`config.mk`:
```
export PLATFORM = sky130hd
export DESIGN_NAME = alu_issue_flat
export DESIGN_NICKNAME = d
export VERILOG_FILES = /design/src/rtl/alu_issue_pkg.sv /design/src/rtl/alu_issue_if.sv /design/src/rtl/alu_issue_decode.sv /design/src/rtl/alu_issue.sv /design/src/flat_wrapper.sv
export SDC_FILE = /design/constraint.sdc
export NUM_CORES = 1
export LEC_CHECK = 0
export ABC_AREA = 1
export BUFFER_PORTS_ARGS = -buffer_cell sky130_fd_sc_hd__buf_2
export CORE_UTILIZATION = 47
export CTS_CLUSTER_DIAMETER = 120
export DETAILED_ROUTE_END_ITERATION = 16
export GPL_ROUTABILITY_DRIVEN = 0
export PLACE_DENSITY = 0.76
export SLEW_MARGIN = 20
export SYNTH_ARGS = -nofsm -noshare
export SYNTH_HDL_FRONTEND = slang
export SYNTH_SLANG_ARGS = --single-unit
```
`constraint.sdc`:
```
create_clock -name clk -period 2.5 [get_ports clk]
set_clock_uncertainty 0.15 [all_clocks]
set_input_delay 0.375 -clock clk [delete_from_list [all_inputs] [get_ports clk]]
set_output_delay 0.375 -clock clk [all_outputs]
set_load 0.05 [all_outputs]
```
`src/rtl/alu_issue_pkg.sv`:
```
// Shared definitions for the ALU issue stage: opcodes, ALU op / control
// types, issue FSM states and the immediate generator.
package alu_issue_pkg;

  localparam int unsigned XLEN = 32;
  localparam int unsigned NREG = 32;

  localparam logic [6:0] OPC_OP     = 7'b0110011;
  localparam logic [6:0] OPC_OP_IMM = 7'b0010011;
  localparam logic [6:0] OPC_LUI    = 7'b0110111;
  localparam logic [6:0] OPC_AUIPC  = 7'b0010111;

  typedef enum logic [2:0] {
    ALU_ADD  = 3'b000,
    ALU_SLL  = 3'b001,
    ALU_SLT  = 3'b010,
    ALU_SLTU = 3'b011,
    ALU_XOR  = 3'b100,
    ALU_SR   = 3'b101,
    ALU_OR   = 3'b110,
    ALU_AND  = 3'b111
  } alu_op_t;

  // a: operand A comes from rs1; sign: SUB / SRA variant
  typedef struct packed {
    logic a;
    logic sign;
  } control_signals_t;

  typedef enum logic {
    RUN  = 1'b0,
    TRAP = 1'b1
  } issue_state_t;

  typedef enum logic [1:0] {
    IMM_NONE = 2'd0,
    IMM_I    = 2'd1,
    IMM_U    = 2'd2
  } imm_sel_t;

  // Build the immediate from instr[31:12]
  function automatic logic [XLEN-1:0] gen_imm(input logic [19:0] upper,
                                               input imm_sel_t sel);
    logic [XLEN-1:0] imm;
    case (sel)
      IMM_I:   imm = {{20{upper[19]}}, upper[19:8]};
      IMM_U:   imm = {upper, 12'b0};
      default: imm = '0;
    endcase
    return imm;
  endfunction

endpackage

```
`src/rtl/alu_issue_if.sv`:
```
// ALU request bus between the issue stage (master) and EX (slave).
interface alu_issue_if;
  import alu_issue_pkg::*;

  logic             ex_valid;
  logic             ex_ready;
  logic [2:0]       ex_func3;
  control_signals_t ex_cs;
  logic [XLEN-1:0]  ex_alu_a;
  logic [XLEN-1:0]  ex_alu_b;
  logic [4:0]       ex_rd;
  logic             ex_rd_we;

  modport master (
    output ex_valid, ex_func3, ex_cs, ex_alu_a, ex_alu_b, ex_rd, ex_rd_we,
    input  ex_ready
  );

  modport slave (
    input  ex_valid, ex_func3, ex_cs, ex_alu_a, ex_alu_b, ex_rd, ex_rd_we,
    output ex_ready
  );
endinterface

```
`src/rtl/alu_issue_decode.sv`:
```
// Combinational RV32I decode for OP, OP-IMM, LUI and AUIPC.
module alu_issue_decode
  import alu_issue_pkg::*;
(
  input  logic [31:0]      instr,
  input  logic [XLEN-1:0]  pc,
  output alu_op_t          func3,
  output control_signals_t cs,
  output logic [XLEN-1:0]  imm,
  output logic             b_imm,
  output logic [XLEN-1:0]  a_base,
  output logic             uses_rs1,
  output logic             uses_rs2,
  output logic             rd_we,
  output logic             illegal
);

  imm_sel_t imm_sel;

  // Opcode decode; a_base is operand A when cs.a=0 (LUI: 0, AUIPC: pc)
  always_comb begin
    func3    = ALU_ADD;
    cs       = '0;
    imm_sel  = IMM_NONE;
    a_base   = '0;
    uses_rs1 = 1'b0;
    uses_rs2 = 1'b0;
    illegal  = 1'b0;
    case (instr[6:0])
      OPC_OP: begin
        cs.a     = 1'b1;
        func3    = alu_op_t'(instr[14:12]);
        cs.sign  = instr[30] && (instr[14:12] == 3'b000 || instr[14:12] == 3'b101);
        uses_rs1 = 1'b1;
        uses_rs2 = 1'b1;
      end
      OPC_OP_IMM: begin
        cs.a     = 1'b1;
        func3    = alu_op_t'(instr[14:12]);
        cs.sign  = instr[30] && (instr[14:12] == 3'b101);
        imm_sel  = IMM_I;
        uses_rs1 = 1'b1;
      end
      OPC_LUI: begin
        imm_sel = IMM_U;
      end
      OPC_AUIPC: begin
        imm_sel = IMM_U;
        a_base  = pc;
      end
      default: illegal = 1'b1;
    endcase
    imm   = gen_imm(instr[31:12], imm_sel);
    b_imm = (imm_sel != IMM_NONE);
    rd_we = !illegal && (instr[11:7] != 5'd0);
  end

endmodule

```
`src/rtl/alu_issue.sv`:
```
// ALU issue stage: decode, regfile read with writeback forwarding,
// pending-destination scoreboard, RUN/TRAP FSM and a registered ALU request.
// Optional macro ALU_ISSUE_PERF_EN adds perf_issued / perf_stall counters.
module alu_issue
  import alu_issue_pkg::*;
(
  input  logic             clk,
  input  logic             rst,
  input  logic             instr_valid,
  output logic             instr_ready,
  input  logic [31:0]      instr,
  input  logic [XLEN-1:0]  instr_pc,
  output logic [4:0]       rs1_addr,
  output logic [4:0]       rs2_addr,
  input  logic [XLEN-1:0]  rs1_data,
  input  logic [XLEN-1:0]  rs2_data,
  input  logic             wb_valid,
  input  logic [4:0]       wb_rd,
  input  logic [XLEN-1:0]  wb_data,
  alu_issue_if.master      ex,
  output logic             illegal,
  input  logic             illegal_clear
`ifdef ALU_ISSUE_PERF_EN
  ,
  output logic [31:0]      perf_issued,
  output logic [31:0]      perf_stall
`endif
);

  alu_op_t          dec_func3;
  control_signals_t dec_cs;
  logic [XLEN-1:0]  dec_imm, dec_a_base;
  logic             dec_b_imm, dec_uses_rs1, dec_uses_rs2, dec_rd_we, dec_illegal;

  issue_state_t     state_q, state_d;
  logic [NREG-1:0]  pending_q, pending_d;
  logic [4:0]       rd;
  logic             fwd1, fwd2, hazard, slot_free, accept, issue;
  logic [XLEN-1:0]  rs1_val, rs2_val;

  alu_issue_decode u_decode (
    .instr    (instr),
    .pc       (instr_pc),
    .func3    (dec_func3),
    .cs       (dec_cs),
    .imm      (dec_imm),
    .b_imm    (dec_b_imm),
    .a_base   (dec_a_base),
    .uses_rs1 (dec_uses_rs1),
    .uses_rs2 (dec_uses_rs2),
    .rd_we    (dec_rd_we),
    .illegal  (dec_illegal)
  );

  assign rs1_addr = instr[19:15];
  assign rs2_addr = instr[24:20];
  assign rd       = instr[11:7];

  // Operand select: x0, then same-cycle writeback, then regfile
  always_comb begin
    fwd1    = wb_valid && (wb_rd == rs1_addr);
    fwd2    = wb_valid && (wb_rd == rs2_addr);
    rs1_val = (rs1_addr == 5'd0) ? '0 : (fwd1 ? wb_data : rs1_data);
    rs2_val = (rs2_addr == 5'd0) ? '0 : (fwd2 ? wb_data : rs2_data);
  end

  // Stall on unforwarded pending sources (RAW) or a pending destination (WAW)
  always_comb begin
    hazard = (dec_uses_rs1 && rs1_addr != 5'd0 && pending_q[rs1_addr] && !fwd1) ||
             (dec_uses_rs2 && rs2_addr != 5'd0 && pending_q[rs2_addr] && !fwd2) ||
             (dec_rd_we && pending_q[rd]);
    slot_free   = !ex.ex_valid || ex.ex_ready;
    instr_ready = (state_q == RUN) && slot_free && !hazard;
    accept      = instr_valid && instr_ready;
    issue       = accept && !dec_illegal;
  end

  assign illegal = (state_q == TRAP);

  // FSM next state: an accepted illegal opcode traps until illegal_clear
  always_comb begin
    state_d = state_q;
    case (state_q)
      RUN:     if (accept && dec_illegal) state_d = TRAP;
      TRAP:    if (illegal_clear) state_d = RUN;
      default: state_d = RUN;
    endcase
  end

  // FSM state register
  always_ff @(posedge clk) begin
    if (rst) state_q <= RUN;
    else     state_q <= state_d;
  end

  // Scoreboard update; the set is applied after the clear so it wins
  always_comb begin
    pending_d = pending_q;
    if (wb_valid) pending_d[wb_rd] = 1'b0;
    if (issue && dec_rd_we) pending_d[rd] = 1'b1;
    pending_d[0] = 1'b0;
  end

  // Scoreboard register
  always_ff @(posedge clk) begin
    if (rst) pending_q <= '0;
    else     pending_q <= pending_d;
  end

  // ALU request register: load on issue, drop valid when consumed
  always_ff @(posedge clk) begin
    if (rst) begin
      ex.ex_valid <= 1'b0;
      ex.ex_func3 <= '0;
      ex.ex_cs    <= '0;
      ex.ex_alu_a <= '0;
      ex.ex_alu_b <= '0;
      ex.ex_rd    <= '0;
      ex.ex_rd_we <= 1'b0;
    end else if (issue) begin
      ex.ex_valid <= 1'b1;
      ex.ex_func3 <= dec_func3;
      ex.ex_cs    <= dec_cs;
      ex.ex_alu_a <= dec_cs.a ? rs1_val : dec_a_base;
      ex.ex_alu_b <= dec_b_imm ? dec_imm : rs2_val;
      ex.ex_rd    <= rd;
      ex.ex_rd_we <= dec_rd_we;
    end else if (ex.ex_ready) begin
      ex.ex_valid <= 1'b0;
    end
  end

`ifdef ALU_ISSUE_PERF_EN
  // Accept and RUN-state stall counters, wrapping
  always_ff @(posedge clk) begin
    if (rst) begin
      perf_issued <= '0;
      perf_stall  <= '0;
    end else begin
      if (accept) perf_issued <= perf_issued + 32'd1;
      if (instr_valid && state_q == RUN && !instr_ready) perf_stall <= perf_stall + 32'd1;
    end
  end
`endif

endmodule

```
`src/flat_wrapper.sv`:
```
// flat-port wrapper written by rule: the top's interface ports become plain ports
module alu_issue_flat import alu_issue_pkg::*;
  (clk, rst, instr_valid, instr_ready, instr, instr_pc, rs1_addr, rs2_addr, rs1_data, rs2_data, wb_valid, wb_rd, wb_data, illegal, illegal_clear, ex_ex_valid, ex_ex_func3, ex_ex_cs, ex_ex_alu_a, ex_ex_alu_b, ex_ex_rd, ex_ex_rd_we, ex_ex_ready);
  alu_issue_if ex_i ();
  input  logic clk;
  input  logic rst;
  input  logic instr_valid;
  output logic instr_ready;
  input  logic [31:0] instr;
  input  logic [XLEN-1:0] instr_pc;
  output logic [4:0] rs1_addr;
  output logic [4:0] rs2_addr;
  input  logic [XLEN-1:0] rs1_data;
  input  logic [XLEN-1:0] rs2_data;
  input  logic wb_valid;
  input  logic [4:0] wb_rd;
  input  logic [XLEN-1:0] wb_data;
  output logic illegal;
  input  logic illegal_clear;
  output wire logic [$bits(ex_i.ex_valid)-1:0] ex_ex_valid;
  output wire logic [$bits(ex_i.ex_func3)-1:0] ex_ex_func3;
  output wire logic [$bits(ex_i.ex_cs)-1:0] ex_ex_cs;
  output wire logic [$bits(ex_i.ex_alu_a)-1:0] ex_ex_alu_a;
  output wire logic [$bits(ex_i.ex_alu_b)-1:0] ex_ex_alu_b;
  output wire logic [$bits(ex_i.ex_rd)-1:0] ex_ex_rd;
  output wire logic [$bits(ex_i.ex_rd_we)-1:0] ex_ex_rd_we;
  input wire logic [$bits(ex_i.ex_ready)-1:0] ex_ex_ready;
  assign ex_ex_valid = ex_i.ex_valid;
  assign ex_ex_func3 = ex_i.ex_func3;
  assign ex_ex_cs = ex_i.ex_cs;
  assign ex_ex_alu_a = ex_i.ex_alu_a;
  assign ex_ex_alu_b = ex_i.ex_alu_b;
  assign ex_ex_rd = ex_i.ex_rd;
  assign ex_ex_rd_we = ex_i.ex_rd_we;
  assign ex_i.ex_ready = ex_ex_ready;
  alu_issue u_core (.clk(clk), .rst(rst), .instr_valid(instr_valid), .instr_ready(instr_ready), .instr(instr), .instr_pc(instr_pc), .rs1_addr(rs1_addr), .rs2_addr(rs2_addr), .rs1_data(rs1_data), .rs2_data(rs2_data), .wb_valid(wb_valid), .wb_rd(wb_rd), .wb_data(wb_data), .ex(ex_i), .illegal(illegal), .illegal_clear(illegal_clear));
endmodule
```
==> metrics.md, run 1 <==
| Metric | Value |
|---|---|
| Status | `finished clean` |
| First-pass GRT wire length | `~44000 um` |
| Kind of critical path | `in2out` |
| Worst setup startpoint | `instr[20]` |
| Post-Place Cells | `between 1500 and 2000` |
| Crit path capture type | `output pin` |
| Antenna Violating Nets Remaining | `0` |
| Worst-Skew Late Latency | `approximately 360 ps` |
| Worst-margin pin slew | `649 ps` |
| Element type at the critical path start | `primary input` |
| # setup viols final | `0` |
| Clk slew on worst S/H paths | `70 ps` |
| R2R Setup Slk | `between 200 and 300 ps` |
| Synth cell types | `31` |
| Remaining Overflow, GRT | `0` |
| Post-synth top area share | `0.279` |
| Required time worst endpoint | `~2000 ps` |
| Initial drt markers | `1200` |
| Lkg Pwr | `~4.9 nW` |
| Seq/Total Area, Yosys | `0.279` |
| Worst slew margin | `0.568` |
| Fmax | `422 MHz` |
| Share of layout cells above drive strength 1 | `0.243` |
| Core area | `0.0160 sq mm` |
| Gate Count Post-Synth | `~1300` |
| Bufs and invs on worst path | `3` |
| Drc violations | `0` |
| Initial antenna violation count | `0` |
| Crit-path most repeated cell | `nand2_1` |
| Slowest cell on the critical path | `buf_2` |
| Post-synth EDFFs | `0` |
| Synth Area per Inst | `around 5.9 sq um` |
| CP arrival | `~1900 ps` |
| Unrepaired setup endpoints after global routing | `no` |
| Deepest level of the CTS H-tree | `3` |
| DR pass1 iterations | `8` |
| Flops & latches, synth | `108` |
| Final net count | `1721` |
| Total Wirelength | `roughly 30000 um` |
| RR Startpoint | `u_core.pending_q[8]$_SDFF_PP0_` |
| CP peak stage delay | `about 260 ps` |
| Hold WS | `around 150 ps` |
| Total power | `~4.1 mW` |
| CP Cell Sequence | `buf_2 > buf_4 > nand2_1 > nand3_1 > nand2_1 > nand2_1 > nand2_1 > nor2_1 > nand2_1 > nand3_2 > nand3_2 > nor2_4 > buf_8` |
| Setup TNS | `0 ps` |
| Synthesized area | `~0.0077 sq mm` |
| IO Count | `259` |
| Longest Clk Path Bufs | `2` |
| Die height | `approximately 130 um` |
| Vias | `around 10000` |
| Delay-heaviest family, CP | `simple AND/OR/NAND/NOR gates` |
| I/O Buffers | `roughly 260` |
| Fill cells | `1564` |
| Commonest non-fill, non-tap cell in the layout | `nand2_1` |
| HP Class | `in2reg` |
| Fin cells | `between 1500 and 2000` |
| CTS buffer count | `9` |
| Final hold violations | `0` |
| Initial Util | `0.484` |
| Ys flop type | `dfxtp_1` |
| Hold_sp | `ex_ex_ready` |
| Ys async rst share | `0` |
| Critical path fanouts, max | `13` |
| Dominant cell type by area after synthesis | `dfxtp_1` |
| Vias in the first global route | `between 8000 and 9000` |
| Die Width | `approximately 130 um` |
| Ys Warns | `0` |
| # Max-Cap Violations | `0` |
| Fin crit share | `0.949` |
| Via density | `around 5.6` |
| Clk sink count | `between 100 and 150` |
| Largest net degree at the start of global routing | `between 60 and 70` |
| Min Tclk post-route | `around 2400 ps` |
| Die area | `roughly 0.017 sq mm` |
| Net Count, Synth | `approximately 1500` |
| Area growth, synth to finish | `27.2%` |
| CTS tree | `done` |
| Power density cells | `413 mW/mm^2` |
| DR WL/cell | `between 15 and 20 um` |
| Global-route usage over all layers | `0.337` |
| # rows | `46` |
| Top post-synthesis cells by area | `dfxtp_1 (28%), nand2_1 (17%), inv_1 (7.4%)` |
| Clock root buffer | `clkbuf_16` |
| Worst VDD drop | `approximately 0.38 mV` |
| DPL Wire Length | `around 22000 um` |
| Most used cells in the layout excluding fill and tap cells | `nand2_1 (347), buf_2 (257), inv_1 (152)` |
| Final core utilization | `0.615` |
| Slew Viols, Final | `0` |
state kept, by name, indices dropped and copies added (netlist names):
| name | flops |
|---|---|
| u_core.ex.ex_alu_a | 32 |
| u_core.ex.ex_alu_b | 32 |
| u_core.ex.ex_cs | 2 |
| u_core.ex.ex_func3 | 3 |
| u_core.ex.ex_rd | 5 |
| u_core.ex.ex_rd_we | 1 |
| u_core.ex.ex_valid | 1 |
| u_core.illegal | 1 |
| u_core.pending_q | 31 |
cell type report:
| type | instances | area, sq um | share of cell area |
|---|---|---|---|
| clock inverter | 4 | 31.3 | 0.00318 |
| timing repair buffer | 335 | 2090 | 0.212 |
| antenna | 1 | 2.50 | 0.000254 |
| tap | 216 | 270 | 0.0274 |
| sequential | 108 | 2160 | 0.220 |
| multi-input combinational | 932 | 4430 | 0.450 |
| clock buffer | 12 | 256 | 0.0261 |
| inverter | 161 | 608 | 0.0618 |
cells in the mapped netlist, types with 2 or more instances:
cell type and instances:
o22ai_1 12, buf_6 5, nand2_1 347, inv_2 8, nor3_1 13, buf_2 32, a21oi_1 101, dfxtp_1 108
nand4_1 89, o21ai_1 2, o21ai_0 74, o211ai_1 28, ha_1 3, buf_8 4, inv_1 153, o311ai_0 16
buf_4 24, nand2_2 2, buf_1 7, nand3_1 94, nor2_1 142, clkbuf_1 33
path summary, 6_finish.rpt:
path / endpoint / depth (start not counted)
hold / removal: u_core.ex.ex_valid$_SDFFE_PP0P_ / 4
setup reg to reg: u_core.ex.ex_alu_b[7]$_SDFFE_PP0P_ / 13
setup / recovery: instr_ready / 13
hold reg to reg: u_core.ex.ex_rd[4]$_SDFFE_PP0P_ / 2
through the flow:
| step | worst slack (ps) | instance area (sq um) |
|---|---|---|
| floorplan | 83.0 | 7740 |
| global placement | -110 | 9480 |
| detailed placement | -224 | 9480 |
| CTS | 7.18 | 9770 |
| global route | 2.43 | 9840 |
| finish | 128 | 9850 |
kinds of logic (layout without fill, tap and decap cells):
logic type,Yosys count,in the layout,share of synthesized area
AND/OR/NAND/NOR,694,694,0.388
buffers and inverters,266,512,0.157
AO/OA/AOI/OAI,235,235,0.172
flip-flops,108,108,0.279
adder cells (fa/ha/maj),3,3,0.00485
other,0,1,0
power breakdown:
part / leakage [nW] / internal, mW / total [mW] / switching, mW
registers: 0.870 / 1.73 / 1.73 / 0.00571
clock network: 0.144 / 0.741 / 1.44 / 0.701
logic: 3.92 / 0.333 / 0.891 / 0.558
total: 4.94 / 2.80 / 4.06 / 1.26
per-layer routing:
metal,vias to the layer above,part of all wire,track usage
met3,77,0.11,0.0713
li1,4762,-,-
met2,657,0.44,0.499
met4,0,0.025,0.0992
met5,-,0,0
met1,4467,0.43,0.486
worst min-delay path: cells and delay by family:
kind	cells	cell delay, ps
buf+inv	2	120
compound gates	1	60
simple gates	1	50
timing repair:
action | in CTS | in global routing
pin swaps | 0 | 1
setup buffers | 0 | 3
resized for setup | 2 | 10
setup endpoints to repair | 1 | 17
hold buffers | 0 | 0
Note: power is estimated with default switching activity, not from simulation.
==> run 2, diff against run 1 <==
--- a/config.mk
+++ b/config.mk
@@ -6,7 +6,7 @@
 export NUM_CORES = 1
 export LEC_CHECK = 0
 export ABC_AREA = 1
-export BUFFER_PORTS_ARGS = -buffer_cell sky130_fd_sc_hd__buf_2
+export BUFFER_PORTS_ARGS = -buffer_cell sky130_fd_sc_hd__clkbuf_2
 export CORE_UTILIZATION = 47
 export CTS_CLUSTER_DIAMETER = 120
 export DETAILED_ROUTE_END_ITERATION = 16
==> metrics.md, run 2 (synthesis gave the netlist of run 1 again) <==
| Metric | Value |
|---|---|
| Die height | `130 um` |
| Unrepaired setup endpoints after global routing | `no` |
| Global-route usage over all layers | `0.345` |
| IO Count | `between 200 and 300` |
| I/O Buffers | `approximately 260` |
| Die Width | `between 100 and 150 um` |
| Clk slew on worst S/H paths | `about 80 ps` |
| Clock root buffer | `clkbuf_16` |
| Diode count | `0` |
| CP arrival | `between 1500 and 2000 ps` |
| Placed instance area | `around 0.0095 sq mm` |
| Setup TNS | `0 ps` |
| First-pass GRT wire length | `~45000 um` |
| Status | `finished clean` |
| Final hold violations | `0` |
| Fill cells | `roughly 1600` |
| Kind of critical path | `reg2out` |
| Fmax | `between 400 and 500 MHz` |
| # rows | `46` |
| Vias | `approximately 10000` |
| Via density | `roughly 5.6` |
| Initial drt markers | `1133` |
| Lkg Pwr | `4.90 nW` |
| Remaining Overflow, GRT | `0` |
| DR WL/cell | `17.0 um` |
| CTS buffer count | `9` |
| Area growth, synth to finish | `26.9%` |
| DR pass1 iterations | `6` |
| Crit-path most repeated cell | `nor2_1` |
| Element type at the critical path start | `flip-flop` |
| Total Wirelength | `about 30000 um` |
| Fin cells | `roughly 1800` |
| Required time worst endpoint | `approximately 2000 ps` |
| Share of layout cells above drive strength 1 | `0.243` |
| Most used cells in the layout excluding fill and tap cells | `nand2_1 (347), clkbuf_2 (255), inv_1 (153)` |
| Min Tclk post-route | `between 2000 and 2500 ps` |
| Register Area | `about 0.0022 sq mm` |
| Largest net degree at the start of global routing | `73` |
| Critical path fanouts, max | `3` |
| Slew Viols, Final | `0` |
| Deepest level of the CTS H-tree | `3` |
| Antenna Violating Nets Remaining | `0` |
| Worst-margin pin slew | `between 600 and 700 ps` |
| Biggest regs | `u_core.ex.ex_alu_a x32, u_core.ex.ex_alu_b x32, u_core.pending_q x31` |
| Drc violations | `0` |
| Longest Clk Path Bufs | `2` |
| Multi-input gate area | `between 0.004 and 0.005 sq mm` |
| Commonest non-fill, non-tap cell in the layout | `nand2_1` |
| Initial Util | `0.484` |
| Vias in the first global route | `8609` |
| Initial antenna violation count | `0` |
| Power density cells | `420 mW/mm^2` |
| Post-Place Cells | `roughly 1800` |
| CTS tree | `done` |
| Non-Filler Cell Area, Final | `between 0.009 and 0.01 sq mm` |
| Fin crit share | `0.970` |
| Worst VDD drop | `approximately 0.37 mV` |
| Die area | `0.0170 sq mm` |
| Slowest cell on the critical path | `dfxtp_1` |
| # Max-Cap Violations | `0` |
| CP peak stage delay | `just over 300 ps` |
| Final net count | `~1700` |
| Bufs and invs on worst path | `2` |
| Worst slew margin | `0.599` |
| Core area | `between 0.015 and 0.02 sq mm` |
| Worst-Skew Late Latency | `360 ps` |
| Crit path capture type | `output pin` |
| Clk sink count | `~110` |
| Delay-heaviest family, CP | `simple AND/OR/NAND/NOR gates` |
| HP Class | `in2reg` |
| CP Cell Sequence | `inv_1 > nand3_1 > o21ai_0 > nor2_1 > nor2_1 > nor2_1 > nand3_1 > nand3_2 > nor2_4 > buf_12` |
| # setup viols final | `0` |
| DPL Wire Length | `roughly 22000 um` |
[run 2: routing by layer]
layer | vias to the layer above | share of wire | global-route usage
li1 | 4791 | - | -
met1 | 4440 | 0.41 | 0.476
met2 | 674 | 0.43 | 0.516
met3 | 92 | 0.12 | 0.0759
met4 | 0 | 0.035 | 0.146
met5 | - | 0 | 0
[run 2: area by class of cell]
type / count / share of cell area
clock inverters: 6 / 0.00726
flip-flops and latches: 108 / 0.220
repair buffers: 340 / 0.211
multi-input cells: 932 / 0.449
clock buffers: 10 / 0.0233
inverters: 161 / 0.0615
well taps: 216 / 0.0275
[run 2: worst register-to-register path: stages (launching register included)]
cell,delay (ps)
dfxtp_1,310
inv_1,160
nand3_1,90
o21ai_0,80
nor2_1,60
nor2_1,160
nor2_1,70
nand3_1,200
nand2_1,70
nor2_1,180
nand4_4,260
buf_12,260
nand2_1,70
a21oi_1,80
[run 2: per-stage QoR]
stage | worst slack (ps) | util | hold slack (ps) | total power, mW
floorplan | 83.0 | - | 304 | 2.25
global placement | -30.5 | 0.594 | 300 | 2.61
detailed placement | -135 | 0.594 | 305 | 2.62
CTS | 88.1 | 0.614 | 125 | 4.11
global route | 4.49 | 0.614 | 154 | 4.27
finish | 76.1 | 0.614 | 127 | 4.12
[run 2: what timing repair did]
item / in CTS / in global routing
resized for setup: 0 / 1
setup buffers: 1 / 0
endpoints found under the setup margin: 1 / 2
pin swaps: 1 / 1
hold buffers: 0 / 0
[run 2: where the power goes]
part	internal (mW)	switching, mW
clock network	0.789	0.728
registers	1.73	0.00569
logic	0.316	0.560
total	2.83	1.29
[run 2: final timing paths]
check	slack (ps)	depth (start not counted)	end	from
setup / recovery	80	10	instr_ready	u_core.pending_q[15]$_SDFF_PP0_
hold reg to reg	310	2	u_core.ex.ex_cs[1]$_SDFFE_PP0P_	u_core.ex.ex_cs[1]$_SDFFE_PP0P_
hold / removal	130	4	u_core.ex.ex_valid$_SDFFE_PP0P_	ex_ex_ready
setup reg to reg	160	13	u_core.ex.ex_alu_b[9]$_SDFFE_PP0P_	u_core.pending_q[15]$_SDFF_PP0_
==> run 3, diff against run 2 <==
--- a/config.mk
+++ b/config.mk
@@ -6,12 +6,13 @@
 export NUM_CORES = 1
 export LEC_CHECK = 0
 export ABC_AREA = 1
+export ABC_CLOCK_PERIOD_IN_PS = 2500
 export BUFFER_PORTS_ARGS = -buffer_cell sky130_fd_sc_hd__clkbuf_2
 export CORE_UTILIZATION = 47
 export CTS_CLUSTER_DIAMETER = 120
 export DETAILED_ROUTE_END_ITERATION = 16
 export GPL_ROUTABILITY_DRIVEN = 0
-export PLACE_DENSITY = 0.76
+export PLACE_DENSITY = 0.78
 export SLEW_MARGIN = 20
 export SYNTH_ARGS = -nofsm -noshare
 export SYNTH_HDL_FRONTEND = slang
==> metrics.md, run 3 (synthesis gave the netlist of run 1 again) <==
| Metric | Value |
|---|---|
| Total power | `approximately 4.0 mW` |
| Final hold violations | `0` |
| Die height | `roughly 130 um` |
| Initial Util | `0.484` |
| Largest net degree at the start of global routing | `75` |
| HP Class | `in2reg` |
| Fmax | `roughly 400 MHz` |
| Min Tclk post-route | `about 2500 ps` |
| Longest Clk Path Bufs | `2` |
| Critical path fanouts, max | `4` |
| I/O Buffers | `between 200 and 300` |
| Die Width | `around 130 um` |
| Final worst-path setup slack | `~41 ps` |
| CP arrival | `slightly below 2000 ps` |
| Setup TNS | `0 ps` |
| Core area | `between 0.015 and 0.02 sq mm` |
| Clock root buffer | `clkbuf_16` |
| Lkg Pwr | `~4.9 nW` |
| Slowest cell on the critical path | `o21ai_0` |
| Worst slew margin | `0.582` |
| CP Cell Sequence | `clkbuf_2 > inv_1 > nand2_2 > o21ai_0 > nor2_1 > nor2_1 > nor2_1 > nand3_2 > nand3_2 > nor2_4 > buf_6 > buf_12` |
| Biggest regs | `u_core.ex.ex_alu_a x32, u_core.ex.ex_alu_b x32, u_core.pending_q x31` |
| Worst-Skew Late Latency | `~360 ps` |
| IO Count | `around 260` |
| Power density cells | `408 mW/mm^2` |
| Hold_sp | `ex_ex_ready` |
| Final net count | `1713` |
| Kind of critical path | `in2out` |
| CP peak stage delay | `about 200 ps` |
| Crit-path most repeated cell | `nor2_1` |
| Clk sink count | `approximately 110` |
| RR Startpoint | `u_core.pending_q[8]$_SDFF_PP0_` |
| DR WL/cell | `between 15 and 20 um` |
| Dpl ws | `-139 ps` |
| Element type at the critical path start | `primary input` |
| Antenna Violating Nets Remaining | `0` |
| Status | `finished clean` |
| DR pass1 iterations | `8` |
| Die area | `between 0.015 and 0.02 sq mm` |
| Remaining Overflow, GRT | `0` |
| Deepest level of the CTS H-tree | `3` |
| Drc violations | `0` |
| Most used cells in the layout excluding fill and tap cells | `nand2_1 (347), clkbuf_2 (255), inv_1 (149)` |
| Bufs and invs on worst path | `4` |
| Total Wirelength | `29100 um` |
| CTS buffer count | `9` |
| Delay-heaviest family, CP | `simple AND/OR/NAND/NOR gates` |
| Via density | `about 5.7` |
| Worst setup startpoint | `instr[7]` |
| DPL Wire Length | `21400 um` |
| Area growth, synth to finish | `27.0%` |
| First-pass GRT wire length | `approximately 44000 um` |
| # rows | `46` |
| Vias | `roughly 10000` |
| Initial drt markers | `1242` |
| Commonest non-fill, non-tap cell in the layout | `nand2_1` |
| Slew Viols, Final | `0` |
| Worst-margin pin slew | `around 630 ps` |
| Required time worst endpoint | `between 1500 and 2000 ps` |
| Worst VDD drop | `between 0.3 and 0.4 mV` |
| CTS tree | `done` |
| Hold WS | `roughly 130 ps` |
| Fin crit share | `0.983` |
| Vias in the first global route | `8574` |
| Diode count | `0` |
| Global-route usage over all layers | `0.333` |
| Clk slew on worst S/H paths | `80 ps` |
| Crit path capture type | `output pin` |
| # setup viols final | `0` |
| Initial antenna violation count | `0` |
| Share of layout cells above drive strength 1 | `0.244` |
| # Max-Cap Violations | `0` |
run 3: cell count changes in the layout (fill, tap and decap cells not counted), sizes merged:
cell      delta
clkinvlp     +2
buf         -13
inv          -3
clkinv       +2
bufinv       -1
run 3: final cells by class:
| type | instances | area [sq um] |
|---|---|---|
| Multi-Input combinational cell | 932 | 4440 |
| Inverter | 161 | 611 |
| Tap cell | 216 | 270 |
| Timing Repair Buffer | 327 | 2070 |
| Sequential cell | 108 | 2160 |
| Clock inverter | 6 | 41.3 |
| Clock buffer | 10 | 229 |
| Fill cell | 1568 | 6180 |
run 3: what timing repair did:
| item | 4_1_cts | 5_1_grt |
|---|---|---|
| setup buffers | 0 | 2 |
| hold buffers | 0 | 0 |
| resized for setup | 2 | 14 |
| setup endpoints to repair | 1 | 4 |
| pin swaps | 0 | 1 |
run 3: worst paths after layout:
kind / to / slack, ps / cells after the start
min: u_core.ex.ex_valid$_SDFFE_PP0P_ / 130 / 4
max reg2reg: u_core.ex.ex_alu_a[25]$_SDFFE_PP0P_ / 370 / 13
min reg2reg: u_core.ex.ex_alu_a[24]$_SDFFE_PP0P_ / 310 / 2
max: instr_ready / 40 / 12
run 3: report_power, final:
part	total, mW	internal, mW	switching (mW)	leakage (nW)
Sequential	1.73	1.73	0.00511	0.871
Clock	1.38	0.677	0.701	0.124
Combinational	0.898	0.338	0.560	3.87
Total	4.01	2.74	1.27	4.87
run 3: worst register-to-register path, delay by kind of cell, from the launching register on:
kind | cells | cell delay (ps)
simple gates | 9 | 1050
buf+inv | 3 | 370
flops | 1 | 340
compound gates | 1 | 160
run 3: stage by stage:
stage / utilization / cells / area [sq um]
5_1_grt: 0.614 / 1760 / 9820
4_1_cts: 0.610 / 1758 / 9770
3_3_place_gp: 0.593 / 1742 / 9490
6_report: 0.614 / 1760 / 9820
3_5_place_dp: 0.593 / 1742 / 9490
2_1_floorplan: - / 1306 / 7740
run 3: routing by layer:
layer / track usage / wire [um] / part of all wire / vias to the layer above
met5: 0 / 0 / 0 / -
met4: 0.157 / 1080 / 0.037 / 0
met3: 0.0730 / 3480 / 0.12 / 89
met2: 0.488 / 12700 / 0.44 / 667
met1: 0.462 / 11800 / 0.41 / 4456
li1: - / - / - / 4754
